`src/rtl/lmi_watchu.sv`:
```
// Watchpoint unit: samples fetch/data buses (S1), matches NUM_WP address/mask channels, hit pulse at access+2.
// Hits feed saturating counters, a sticky break request and a show-ahead event FIFO (drop + sticky overflow when full).
module lmi_watchu #(
    parameter int NUM_WP     = 4,
    parameter int AW         = 32,
    parameter int FIFO_DEPTH = 8,
    parameter int CNT_W      = 16
) (
    input  logic                   CLK,
    input  logic                   RESET,
    input  logic [AW-1:0]          C_IADDR_A,
    input  logic                   C_IREAD_I_N,
    input  logic [AW-1:0]          C_DADDR_E,
    input  logic                   C_DREAD_E,
    input  logic                   C_DWRITE_E,
    input  logic [3:0]             C_DBYEN_E,
    input  logic                   CP0_XCPN_M,
    input  logic                   X_HALT,
    input  logic                   CFG_WE,
    input  logic [2:0]             CFG_SEL,
    input  logic [AW-1:0]          CFG_ADDR,
    input  logic [AW-1:0]          CFG_MASK,
    input  logic [3:0]             CFG_MODE,
    input  logic [3:0]             CFG_BYEN,
    output logic [NUM_WP-1:0]      WP_HIT,
    output logic                   BRK_REQ,
    input  logic                   BRK_ACK,
    input  logic [2:0]             CNT_SEL,
    output logic [CNT_W-1:0]       CNT_OUT,
    output logic                   EV_VALID,
    output logic [NUM_WP+2+AW-1:0] EV_DATA,
    input  logic                   EV_RDY,
    output logic                   EV_OVF,
    input  logic                   OVF_CLR
);
    localparam int EW = NUM_WP + 2 + AW;
    localparam int PW = $clog2(FIFO_DEPTH);
    localparam logic [PW:0] FULL_CNT = (PW+1)'(FIFO_DEPTH);
    localparam logic [CNT_W-1:0] CNT_MAX = '1;

    logic [AW-1:0]    cfg_addr [NUM_WP];
    logic [AW-1:0]    cfg_mask [NUM_WP];
    logic [3:0]       cfg_mode [NUM_WP];
    logic [3:0]       cfg_byen [NUM_WP];
    logic [CNT_W-1:0] cnt      [NUM_WP];

    logic          s1_ivld, s1_dvld, s1_rd, s1_wr;
    logic [AW-1:0] s1_iaddr, s1_daddr;
    logic [3:0]    s1_byen;

    always_ff @(posedge CLK) begin
        if (RESET) begin
            s1_ivld  <= 1'b0;
            s1_dvld  <= 1'b0;
            s1_rd    <= 1'b0;
            s1_wr    <= 1'b0;
            s1_iaddr <= '0;
            s1_daddr <= '0;
            s1_byen  <= '0;
        end else if (X_HALT) begin
            s1_ivld <= 1'b0;
            s1_dvld <= 1'b0;
        end else begin
            s1_ivld  <= ~C_IREAD_I_N;
            s1_dvld  <= C_DREAD_E | C_DWRITE_E;
            s1_rd    <= C_DREAD_E;
            s1_wr    <= C_DWRITE_E;
            s1_iaddr <= C_IADDR_A;
            s1_daddr <= C_DADDR_E;
            s1_byen  <= C_DBYEN_E;
        end
    end

    logic [NUM_WP-1:0] ihit, dhit;
    logic              brk_set;

    // The exception in M arrives one cycle after the data access, i.e. while it sits in S1.
    always_comb begin
        ihit    = '0;
        dhit    = '0;
        brk_set = 1'b0;
        for (int k = 0; k < NUM_WP; k++) begin
            ihit[k] = s1_ivld & cfg_mode[k][0]
                    & (((s1_iaddr ^ cfg_addr[k]) & ~cfg_mask[k]) == '0);
            dhit[k] = s1_dvld & ~CP0_XCPN_M
                    & (((s1_daddr ^ cfg_addr[k]) & ~cfg_mask[k]) == '0)
                    & ((s1_byen & cfg_byen[k]) != 4'd0)
                    & ((s1_rd & cfg_mode[k][1]) | (s1_wr & cfg_mode[k][2]));
            brk_set = brk_set | ((ihit[k] | dhit[k]) & cfg_mode[k][3]);
        end
    end

    logic          ev_dhit, ev_ihit;
    logic [AW-1:0] ev_addr;

    always_ff @(posedge CLK) begin
        if (RESET) begin
            WP_HIT  <= '0;
            ev_dhit <= 1'b0;
            ev_ihit <= 1'b0;
            ev_addr <= '0;
            BRK_REQ <= 1'b0;
        end else begin
            WP_HIT  <= ihit | dhit;
            ev_dhit <= |dhit;
            ev_ihit <= |ihit;
            ev_addr <= (|dhit) ? s1_daddr : s1_iaddr;
            BRK_REQ <= brk_set | (BRK_REQ & ~BRK_ACK);
        end
    end

    always_ff @(posedge CLK) begin
        if (RESET) begin
            for (int k = 0; k < NUM_WP; k++) begin
                cfg_addr[k] <= '0;
                cfg_mask[k] <= '0;
                cfg_mode[k] <= '0;
                cfg_byen[k] <= '0;
                cnt[k]      <= '0;
            end
        end else begin
            for (int k = 0; k < NUM_WP; k++) begin
                if (CFG_WE && CFG_SEL == 3'(k)) begin
                    cfg_addr[k] <= CFG_ADDR;
                    cfg_mask[k] <= CFG_MASK;
                    cfg_mode[k] <= CFG_MODE;
                    cfg_byen[k] <= CFG_BYEN;
                    cnt[k]      <= '0;
                end else if (WP_HIT[k] && cnt[k] != CNT_MAX) begin
                    cnt[k] <= cnt[k] + CNT_W'(1);
                end
            end
        end
    end

    always_comb begin
        CNT_OUT = '0;
        for (int k = 0; k < NUM_WP; k++) begin
            if (CNT_SEL == 3'(k)) CNT_OUT = cnt[k];
        end
    end

    logic [EW-1:0] mem [FIFO_DEPTH];
    logic [PW-1:0] wr_ptr, rd_ptr;
    logic [PW:0]   count;
    logic          push, pop, full, push_ok;

    assign push     = |WP_HIT;
    assign EV_VALID = (count != '0);
    assign pop      = EV_VALID & EV_RDY;
    assign full     = (count == FULL_CNT);
    assign push_ok  = push & (~full | pop);
    assign EV_DATA  = mem[rd_ptr];

    always_ff @(posedge CLK) begin
        if (RESET) begin
            wr_ptr <= '0;
            rd_ptr <= '0;
            count  <= '0;
            EV_OVF <= 1'b0;
        end else begin
            if (push_ok) wr_ptr <= wr_ptr + PW'(1);
            if (pop)     rd_ptr <= rd_ptr + PW'(1);
            if (push_ok && !pop)      count <= count + (PW+1)'(1);
            else if (!push_ok && pop) count <= count - (PW+1)'(1);
            if (push && !push_ok) EV_OVF <= 1'b1;
            else if (OVF_CLR)     EV_OVF <= 1'b0;
        end
    end

    always_ff @(posedge CLK) begin
        if (!RESET && push_ok) mem[wr_ptr] <= {WP_HIT, ev_dhit, ev_ihit, ev_addr};
    end
endmodule

```
`config.mk`:
```
export PLATFORM = sky130hd
export DESIGN_NAME = lmi_watchu
export DESIGN_NICKNAME = d
export VERILOG_FILES = /design/src/rtl/lmi_watchu.sv
export SDC_FILE = /design/constraint.sdc
export NUM_CORES = 1
export LEC_CHECK = 0
export CAP_MARGIN = 5
export CELL_PAD_IN_SITES_DETAIL_PLACEMENT = 1
export CELL_PAD_IN_SITES_GLOBAL_PLACEMENT = 1
export CORE_MARGIN = 5
export CORE_UTILIZATION = 48
export CTS_BUF_LIST = sky130_fd_sc_hd__clkbuf_16
export DETAILED_ROUTE_END_ITERATION = 12
export DONT_BUFFER_PORTS = 1
export GPL_ROUTABILITY_DRIVEN = 0
export PLACE_DENSITY_LB_ADDON = 0.1
export SLEW_MARGIN = 20
export SYNTH_ARGS = -nofsm -noshare
export SYNTH_HDL_FRONTEND = slang
export SYNTH_SLANG_ARGS = --single-unit
```
`constraint.sdc`:
```
create_clock -name CLK -period 5.85 [get_ports CLK]
set_input_delay 0.2925 -clock CLK [delete_from_list [all_inputs] [get_ports CLK]]
set_output_delay 0.2925 -clock CLK [all_outputs]
set_load 0.05 [all_outputs]
```
==> results of run 1 <==
## cells by family (layout without fill, tap and decap cells)
family / Yosys count / after routing
buf+inv: 174 / 362
simple gates: 686 / 686
compound gates: 241 / 241
mux: 202 / 202
other cells: 0 / 4
xor+xnor: 316 / 316
fa+ha+maj: 10 / 10
flops: 781 / 781
## layout make-up
| class | count | area [sq um] |
|---|---|---|
| clock inverter | 73 | 623 |
| multi-input combinational | 1455 | 11500 |
| clock buffer | 87 | 2180 |
| timing repair buffer | 190 | 1910 |
| antenna | 4 | 10.0 |
| fill | 6844 | 31700 |
| sequential | 781 | 22200 |
| tap | 950 | 1190 |
| inverter | 12 | 45.0 |
## timing repair
item	CTS	global route
gates resized for setup	0	0
endpoints found under the hold margin	413	0
hold buffers	163	0
## power by group
part / switching [uW] / internal, uW
clock network: 2300 / 3070
logic: 953 / 681
registers: 353 / 6230
total: 3610 / 9990
## metal layers
metal / global-route usage [%] / routed length [um]
met1: 36.9 / 44200
met2: 46.6 / 53700
met3: 4.87 / 7590
met4: 13.8 / 6090
met5: 0 / 47
## flip-flops by register name, summed over array words and instances (netlist names), 16 cells and up, named ones only
register and count:
s1_daddr 32, cfg_mode 16, mem 304, cfg_addr 128
cnt 64, cfg_mask 128, s1_iaddr 32, ev_addr 32
cfg_byen 16
## how the worst max path moves through the flow
stage                                   start                     end  slack, ns  depth (start not counted)
finish              s1_daddr[17]$_SDFFE_PP0N_   ev_addr[0]$_SDFF_PP0_       2.41                          7
global route        s1_daddr[17]$_SDFFE_PP0N_   ev_addr[0]$_SDFF_PP0_       2.35                          7
CTS                                  register             EV_DATA[24]       2.07                          3
detailed placement  s1_daddr[17]$_SDFFE_PP0N_  ev_addr[10]$_SDFF_PP0_       2.51                          7
global placement    s1_daddr[17]$_SDFFE_PP0N_  ev_addr[10]$_SDFF_PP0_       2.58                          7
floorplan                WP_HIT[1]$_SDFF_PP0_     mem[4][0]$_DFFE_PP_       0.31                          4
## per-stage QoR
step	total power [uW]	area [sq um]	hold WS (ns)	setup slack, ns	std cells
2_1_floorplan	7710	34500	0.364	0.309	2410
3_3_place_gp	8110	35100	0.372	2.58	3223
3_5_place_dp	8140	35100	0.374	2.51	3224
4_1_cts	13700	39600	0.0745	2.07	3547
5_1_grt	14000	39600	0.0913	2.35	3548
6_report	13600	39600	0.0774	2.41	3552
## cells in the mapped netlist, types with 14 or more instances
library cell / number / area share, %
nor4_1: 21 / 0.38
and2_1: 289 / 5.2
mux2i_1: 72 / 2.1
nor2_1: 186 / 2.0
nor2b_1: 19 / 0.34
edfxtp_1: 656 / 57
clkbuf_1: 92 / 1.0
mux2_2: 38 / 1.2
buf_2: 22 / 0.32
a21oi_1: 39 / 0.57
nor3_1: 17 / 0.25
xor2_1: 37 / 0.94
o21ai_1: 28 / 0.41
dfxtp_1: 125 / 7.3
nand2_1: 36 / 0.39
nand3_1: 67 / 0.97
xnor2_1: 277 / 7.0
mux4_2: 92 / 6.0
buf_6: 28 / 0.91
and3_1: 14 / 0.25
o22ai_1: 121 / 2.2
## worst reg2reg max path, delay by kind of cell (launching register included)
kind            cells  cell delay [ns]
xor+xnor            1             0.63
simple gates        2             0.64
flops               1             0.44
compound gates      4             1.65
==> results.ini, run 1 <==
[logic_synthesis]
synth-compound-area-share_pct = 4.42
avgSynthCellArea_sq_um = 14.3
yosys.area_share.simple_pct = 10.7
ys_seq_area_share_pct = 64.4
synthMuxAreaShare_pct = 9.34
syn_area_sq_mm = 0.0345
synth-xor-area-share_pct = 8.07
synth-main-ff-cell = edfxtp_1
ys_ff_latch = 781
netlist-cell-type-count = 54
async_flop_share_pct = 0
synth_edf_count = 656
ys_warn_count = 0
synthAdderAreaFrac_pct = 0.385
syn-num-nets = 2577
synthCells = 2410
synth_top_family_by_area = simple AND/OR/NAND/NOR gates

[worst_setup_path]
worst_r2r_endpoint = ev_addr[0]$_SDFF_PP0_
path_class = register to register
critPathSlowestCell = o22ai_4
worstPathRequired_ns = 6.42
cp_num_buf_inv = 0
path_cells = xnor2_1 > o22ai_1 > nor4_2 > nand3_2 > o22ai_4 > o21ai_0 > a21oi_1
reg2reg_from = s1_daddr[17]$_SDFFE_PP0N_
r2r_cells = 7
cp_top_family = compound AO/OA/AOI/OAI gates
worstPathArrival_ns = 4.01
worst_setup_path_start_kind = register
worst-path-max-fanout = 32
r2r_setup_slack_ns = 2.41
cpPeakStageDelay_ns = 0.85
crit_path_end_kind = register

[sta]
post-route-period-util_pct = 58.8
rsz0062_at_grt = false
hold_viol = 0
fmax_ghz = 0.291
fin_crit_ns = 3.44
worst-slew-pin-transition_ns = 1.13
slew_headroom_pct = 24.9
maxSlewViolCount = 0
fin_setup_tns_ns = 0
setup_viol = 0
finalClockSkew_ns = 0.0205

[detailed_routing]
drt_iter0_markers = 1961
postRouteAntennaNets = 0
wl_um = 112000
drc = 0
drt_pass1_iterations = 5
wl_per_cell_um = 31.4
via_per_inst = 5.97
vias = 21200

[die]
die_w_um = 278
design.die.area_sq_mm = 0.0773
rows = 98
io-pin-count = 218
die_y_um = 278
start_util_pct = 48.3
core_sq_mm = 0.0714

[cts]
ctsLongestPathBuffers = 3
cts_buffers = 86
insertion_delay_ns = 0.66
cts.sinks = 781
htree_levels = 3
post-cts-setup-buffers = 0
path_clk_slew_ns = 0.06
cts_tree = yes
root_buffer = clkbuf_16

[final_layout]
drive_gt1_share_pct = 12.0
most-common-layout-cells = 656 x edfxtp_1, 289 x and2_1, 277 x xnor2_1, 182 x nor2_1, 161 x dlygate4sd3_1
num-nets-final = 2693
area_delta_synth_final_pct = 14.9
final_common_cell = edfxtp_1
final_core_util_pct = 55.5

[placed_design]
portBuffers = 0
dp_hpwl_um = 77500

[pwr]
peakVddDrop_mv = 0.233
power_density_mw_per_mm2 = 343
p_leak_uw = 0.0132

[hold_path]
whs_endpoint = s1_wr$_SDFFE_PP0N_
hold_class = input pin to register
hold_depth = 2
holdCritStartpoint = RESET

[outcome]
outcome = finished, final reports clean

[global_routing]
grt_pass1_wl_um = 160000
grt_max_degree = 123
grt_usage_pct = 28.4
first_global_vias = 22200
antenna_found_initial = 7
grt_overflow = 0

[job]
maxCapViolCount = 0

(Power assumes the default switching activity.)
==> run 2: changes to the inputs <==
- ABC_AREA: not set -> 1
- CORE_UTILIZATION: 48 -> 45
- clock period: 5.85 -> 3 ns (I/O delays scaled with it)
==> results.ini, run 2 <==
[sta]
slew_headroom_pct = 23.2  ; -1.7 points
post-route-period-util_pct = 95.2
fin_crit_ns = 2.86
setup_viol = 0  ; unchanged
rsz0062_at_grt = false
hold_viol = 0  ; unchanged
finalClockSkew_ns = 0.0178  ; -0.00274 ns
fin_setup_tns_ns = 0  ; unchanged
worst_hold_slack_ns = 0.00741  ; -0.0700 ns
worst-slew-pin-transition_ns = 1.15  ; +0.0244 ns
timing.final.ws_setup_ns = 0.144  ; -2.27 ns
fmax_ghz = 0.350
maxSlewViolCount = 0  ; unchanged

[logic_synthesis]
netlist-cell-type-count = 47  ; -13%
async_flop_share_pct = 0  ; unchanged
yosysTopAreaCell = edfxtp_1
synth-main-ff-cell = edfxtp_1
synth_top_area_share_pct = 56.0  ; -1.2 points
avgSynthCellArea_sq_um = 9.35  ; -35%
synthCells = 3764  ; +56%
ys_ff_latch = 781  ; unchanged
syn_area_sq_mm = 0.0352  ; +2.1%
yosysMostFrequentCell = nor2_1
ys_top_cells_by_area = edfxtp_1 56%, nor2_1 8.3%, nand2_1 7.2%
ys_seq_area_share_pct = 63.1  ; -1.3 points
ys_top_cells_by_count = 778 x nor2_1, 677 x nand2_1, 656 x edfxtp_1
synth_edf_count = 656  ; unchanged
ys_warn_count = 0  ; unchanged
syn-num-nets = 3931  ; +53%

[global_routing]
antenna_found_initial = 5  ; -2
grt_pass1_wl_um = 182000  ; +14%
grt_overflow = 0  ; unchanged
first_global_vias = 29600  ; +33%
grt_usage_pct = 28.8  ; +0.45 points
grt_max_degree = 153  ; +24%

[worst_setup_path]
critPathSlowestCell = clkinv_2
cp_top_family = buffers and inverters
path_cells = clkinv_2 > buf_4 > nor2_1 > o21ai_0 > a31oi_1 > buf_4
cpPeakStageDelay_ns = 0.44  ; -0.41 ns
crit_top_cell = buf_4
worstPathRequired_ns = 2.85  ; -3.57 ns
worst-path-max-fanout = 30  ; -6.3%
worstPathArrival_ns = 2.71  ; -1.30 ns
cp_num_buf_inv = 3  ; +3
path_class = register to primary output
worst_setup_path_start_kind = register
crit_path_end_kind = primary output

[final_layout]
drive_gt1_share_pct = 7.04  ; -5.0 points
most-common-layout-cells = 773 x nor2_1, 671 x nand2_1, 656 x edfxtp_1, 446 x inv_1, 302 x o21ai_0
top_register = mem
num-nets-final = 4141  ; +54%
largestRegisters = mem: 304 flops, cfg_addr: 128 flops, cfg_mask: 128 flops
final_common_cell = nor2_1
final_cells = 5091  ; +43%
area_delta_synth_final_pct = 17.8
largest_reg_flops = 304  ; unchanged
fillCellCount = 8708  ; +27%

[detailed_routing]
route.met2.wl_um = 60000  ; +12%
vias = 28400  ; +34%
drt_iter0_markers = 2347  ; +20%
top_layer = met5
drt_pass1_iterations = 6  ; +1
wl_um = 123000  ; +10%
drc = 0  ; unchanged
met1_length_um = 50600  ; +15%
via_per_inst = 5.58  ; -6.5%
wl_per_cell_um = 24.2  ; -23%
wl_met3_um = 6290  ; -17%
postRouteAntennaNets = 0  ; unchanged

[cts]
cts_buffers = 86  ; unchanged
insertion_delay_ns = 0.64  ; -0.02 ns
cts.sinks = 781  ; unchanged
htree_levels = 3  ; unchanged
cts_tree = yes
path_clk_slew_ns = 0.06  ; about the same
root_buffer = clkbuf_16
ctsLongestPathBuffers = 3  ; unchanged

[die]
core_sq_mm = 0.0775  ; +8.6%
die_w_um = 290  ; +4.2%
rows = 102  ; +4.1%
io-pin-count = 218  ; unchanged
die_y_um = 290  ; +4.2%
start_util_pct = 45.4  ; -2.9 points
design.die.area_sq_mm = 0.0839  ; +8.6%

[placed_design]
dp_hpwl_um = 83500  ; +7.8%
portBuffers = 0  ; unchanged
dpl_worst_slack_ns = 0.0781  ; -2.43 ns
place_inst = 4776  ; +48%

[pwr]
p_leak_uw = 0.0166  ; +26%
finalPower_uw = 29700  ; +120%
peakVddDrop_mv = 0.498  ; +110%
power_density_mw_per_mm2 = 716  ; +110%

[outcome]
outcome = finished, final reports clean

[hold_path]
hold_class = input pin to register

[job]
maxCapViolCount = 0  ; unchanged

-- run 2: where the power goes --
group	internal (uW)	switching, uW	leakage (uW)
Sequential	12200	446	0.00728
Combinational	1860	4700	0.00788
Clock	6020	4460	0.00145
-- run 2: area by class of cell --
| cell class | instances | area, sq um | share of cell area [%] |
|---|---|---|---|
| antenna | 5 | 12.5 | 0.0302 |
| clock buffer | 86 | 2150 | 5.19 |
| clock inverter | 74 | 619 | 1.49 |
| inverter | 432 | 1630 | 3.93 |
| multi-input combinational | 2419 | 11000 | 26.5 |
| sequential | 781 | 22200 | 53.6 |
| tap | 1040 | 1300 | 3.14 |
| timing repair buffer | 254 | 2540 | 6.13 |
-- run 2: cells by family (layout without fill, tap and decap cells) --
kind of cell / count (synthesis) / count (layout) / synth area share, %
AOI/OAI and AO/OA: 566 / 566 / 8.61
DFF: 781 / 781 / 63.1
xor gates and xnor gates: 24 / 24 / 0.597
adders and majority gates: 10 / 10 / 0.377
buffers and inverters: 564 / 846 / 6.11
and+or+nand+nor: 1819 / 1819 / 21.2
other: 0 / 5 / 0
-- run 2: worst paths after layout --
| check | start | end | slack, ns | cells past startpoint |
|---|---|---|---|---|
| max reg2reg | count[0]$_SDFFE_PP0P_ | count[3]$_SDFFE_PP0P_ | 0.20 | 16 |
| min reg2reg | rd_ptr[2]$_SDFFE_PP0P_ | rd_ptr[2]$_SDFFE_PP0P_ | 0.45 | 1 |
| max | register | EV_DATA[31] | 0.14 | 6 |
| min | X_HALT | s1_iaddr[30]$_SDFFE_PP0N_ | 0.007 | 2 |
-- run 2: worst reg2reg max path, stage by stage (launching register included) --
cell and delay [ns]:
dfxtp_1 0.37, nor2_2 0.20, nand3_1 0.14, nand2_2 0.14, nand4_1 0.13, nand2_1 0.12, inv_1 0.07, ha_1 0.22
inv_1 0.13, ha_1 0.29, and3_1 0.19, a211oi_2 0.19, nor2_1 0.07, nor2_1 0.09, nand2_1 0.08, o21ai_0 0.19
a21oi_1 0.08
-- run 2: repair_timing --
action	in CTS	in global routing
hold buffers	149	1
endpoints found under the hold margin	376	1
setup endpoints to repair	0	2
setup buffers	0	0
resized for setup	0	4
-- run 2: per-stage QoR --
| stage | utilization [%] | area, sq um |
|---|---|---|
| finish | 53.5 | 41400 |
| CTS | 53.5 | 41400 |
| global route | 53.5 | 41400 |
| global placement | 47.9 | 37100 |
| detailed placement | 47.9 | 37100 |
| floorplan | - | 35200 |
-- run 2: per-layer routing --
layer  global-route usage (%)  up-vias
met1                     37.0    14300
li1                         -    13000
met3                     3.40      251
met5                        0        -
met2                     49.0      861
met4                     13.6        4
==> run 3: changes to the inputs <==
- SETUP_SLACK_MARGIN: not set -> 0.15
==> results.ini, run 3 (synthesized netlist as in run 2, its figures left out) <==
[detailed_routing]
postRouteAntennaNets = 0  ; unchanged
drt_iter0_markers = 2296  ; -2.2%
wl_um = 124000  ; +0.62%
vias = 28300  ; -0.58%
via_per_inst = 5.55  ; -0.70%
drc = 0  ; unchanged
wl_per_cell_um = 24.3  ; +0.50%
drt_pass1_iterations = 6  ; unchanged

[worst_setup_path]
path_cells = or4_1 > nand2_2 > inv_1 > ha_1 > inv_1 > ha_1 > and3_1 > a211oi_2 > nor2_1 > nor2_1 > nand2_1 > o21ai_1 > a21oi_1
worst-path-max-fanout = 4  ; -87%
cp_top_family = simple AND/OR/NAND/NOR gates
critPathSlowestCell = or4_1
r2r_setup_slack_ns = 0.25  ; +0.05 ns
cp.depth = 13  ; +7
worstPathRequired_ns = 3.52  ; +0.67 ns
worst_setup_path_start_kind = register
path_class = register to register
crit_path_end_kind = register
worstPathArrival_ns = 3.28  ; +0.57 ns
crit_path_end = count[3]$_SDFFE_PP0P_
cpPeakStageDelay_ns = 0.57  ; +0.13 ns
r2r_cells = 13  ; -3
crit_start = WP_HIT[1]$_SDFF_PP0_
reg2reg_from = WP_HIT[1]$_SDFF_PP0_
worst_r2r_endpoint = count[3]$_SDFFE_PP0P_
cp_num_buf_inv = 2  ; -1

[global_routing]
grt_max_degree = 153  ; unchanged
grt_pass1_wl_um = 182000  ; about the same
antenna_found_initial = 7  ; +2
grt_overflow = 0  ; unchanged
first_global_vias = 29300  ; -0.91%
grt_usage_pct = 28.9  ; +0.088 points

[sta]
finalClockSkew_ns = 0.0198  ; +0.00197 ns
setup_viol = 0  ; unchanged
slew_headroom_pct = 19.2  ; -4.0 points
worst_hold_slack_ns = -0.0343  ; -0.0417 ns
fin_setup_tns_ns = 0  ; unchanged
hold_viol = 11  ; +11
post-route-period-util_pct = 91.8  ; -3.4 points
maxSlewViolCount = 0  ; unchanged
worst-slew-pin-transition_ns = 1.21  ; +0.0616 ns
fmax_ghz = 0.363  ; +3.7%
fin_crit_ns = 2.75  ; -0.101 ns
timing.final.ws_setup_ns = 0.245  ; +0.101 ns
rsz0062_at_grt = true

[final_layout]
drive_gt1_share_pct = 7.08  ; +0.037 points
fin_area_sq_mm = 0.0413  ; -0.26%
largestRegisters = mem: 304 flops, cfg_addr: 128 flops, cfg_mask: 128 flops
final_cells = 5097  ; +0.12%
final_common_cell = nor2_1
fillCellCount = 8724  ; +0.18%
area_delta_synth_final_pct = 17.4
largest_reg_flops = 304  ; unchanged
top_register = mem
num-nets-final = 4149  ; +0.19%
most-common-layout-cells = 773 x nor2_1, 669 x nand2_1, 656 x edfxtp_1, 444 x inv_1, 301 x o21ai_0

[die]
die_w_um = 290  ; unchanged
design.die.area_sq_mm = 0.0839  ; unchanged
core_sq_mm = 0.0775  ; unchanged
start_util_pct = 45.4  ; unchanged
die_y_um = 290  ; unchanged
io-pin-count = 218  ; unchanged
rows = 102  ; unchanged

[placed_design]
post_dp_cell_area_sq_mm = 0.0371  ; about the same
dpl_worst_slack_ns = -0.00887  ; -0.0870 ns
dp_hpwl_um = 83000  ; -0.56%
place_inst = 4778  ; +0.042%
portBuffers = 0  ; unchanged

[pwr]
p_leak_uw = 0.0165  ; -0.51%
finalPower_uw = 29100  ; -2.1%
power_density_mw_per_mm2 = 703  ; -1.8%
peakVddDrop_mv = 0.481  ; -3.6%

[cts]
cts_buffers = 84  ; -2.3%
cts.sinks = 781  ; unchanged
root_buffer = clkbuf_16
insertion_delay_ns = 0.65  ; about the same
ctsLongestPathBuffers = 3  ; unchanged
cts_tree = yes
htree_levels = 3  ; unchanged
path_clk_slew_ns = 0.06  ; about the same

[hold_path]
hold_class = input pin to register
holdCritStartpoint = X_HALT

[job]
maxCapViolCount = 0  ; unchanged

[outcome]
outcome = complete, but fails checks
violations = hold timing

==> run 3: changes by cell type in the layout (fill, tap and decap cells not counted), sizes merged <==
cell,change
clkinvlp,+4
dlygate4sd3,+4
clkbuf,+2
buf,+5
diode,-1
bufinv,-8
==> run 3: area by class of cell <==
cell class / instances / area (sq um) / share of cell area [%]
Multi-Input combinational cell: 2419 / 11000 / 26.6
Clock inverter: 70 / 362 / 0.875
Timing Repair Buffer: 264 / 2640 / 6.37
Clock buffer: 87 / 2180 / 5.27
Sequential cell: 781 / 22200 / 53.7
Inverter: 432 / 1640 / 3.97
Tap cell: 1040 / 1300 / 3.15
Antenna cell: 4 / 10.0 / 0.0242
==> run 3: per-stage QoR <==
| step | hold WS [ns] | util, % |
|---|---|---|
| after global placement | 0.222 | 47.9 |
| after detailed placement | 0.226 | 47.9 |
| final | -0.0343 | 53.4 |
| after CTS | 0.00866 | 53.2 |
| after global routing | 0.0117 | 53.4 |
| after floorplan | 0.222 | - |
==> run 3: what timing repair did <==
item,4_1_cts,5_1_grt
endpoints found under the hold margin,378,1
buffers inserted,0,3
gates cloned,0,1
pin swaps,0,3
setup endpoints to repair,9,67
gates resized for setup,4,13
hold buffers,153,1
==> run 3: power breakdown <==
part           internal [uW]  switching (uW)  total (uW)  leakage [uW]
Clock                   5340            4370        9700       0.00132
Sequential             12200             472       12700       0.00728
Combinational           1930            4760        6700       0.00793
==> run 3: routing by layer <==
metal,routed length (um),track usage [%],vias up,share of wire [%]
li1,-,-,13000,-
met1,50300,37.2,14100,41
met2,60300,49.2,856,49
met3,6990,3.98,230,5.6
met4,6280,12.5,2,5.1
met5,13,0,-,0.010
==> run 3: worst min path at each step <==
stage | to | slack [ns] | cells past startpoint
global placement | EV_OVF$_SDFFE_PP0P_ | 0.22 | 1
finish | s1_iaddr[26]$_SDFFE_PP0N_ | -0.03 | 2
global route | s1_iaddr[23]$_SDFFE_PP0N_ | 0.01 | 2
CTS | cnt[0][15]$_SDFFCE_PN0P_ | 0.009 | 4
floorplan | s1_ivld$_SDFF_PP0_ | 0.22 | 1
detailed placement | EV_OVF$_SDFFE_PP0P_ | 0.23 | 1
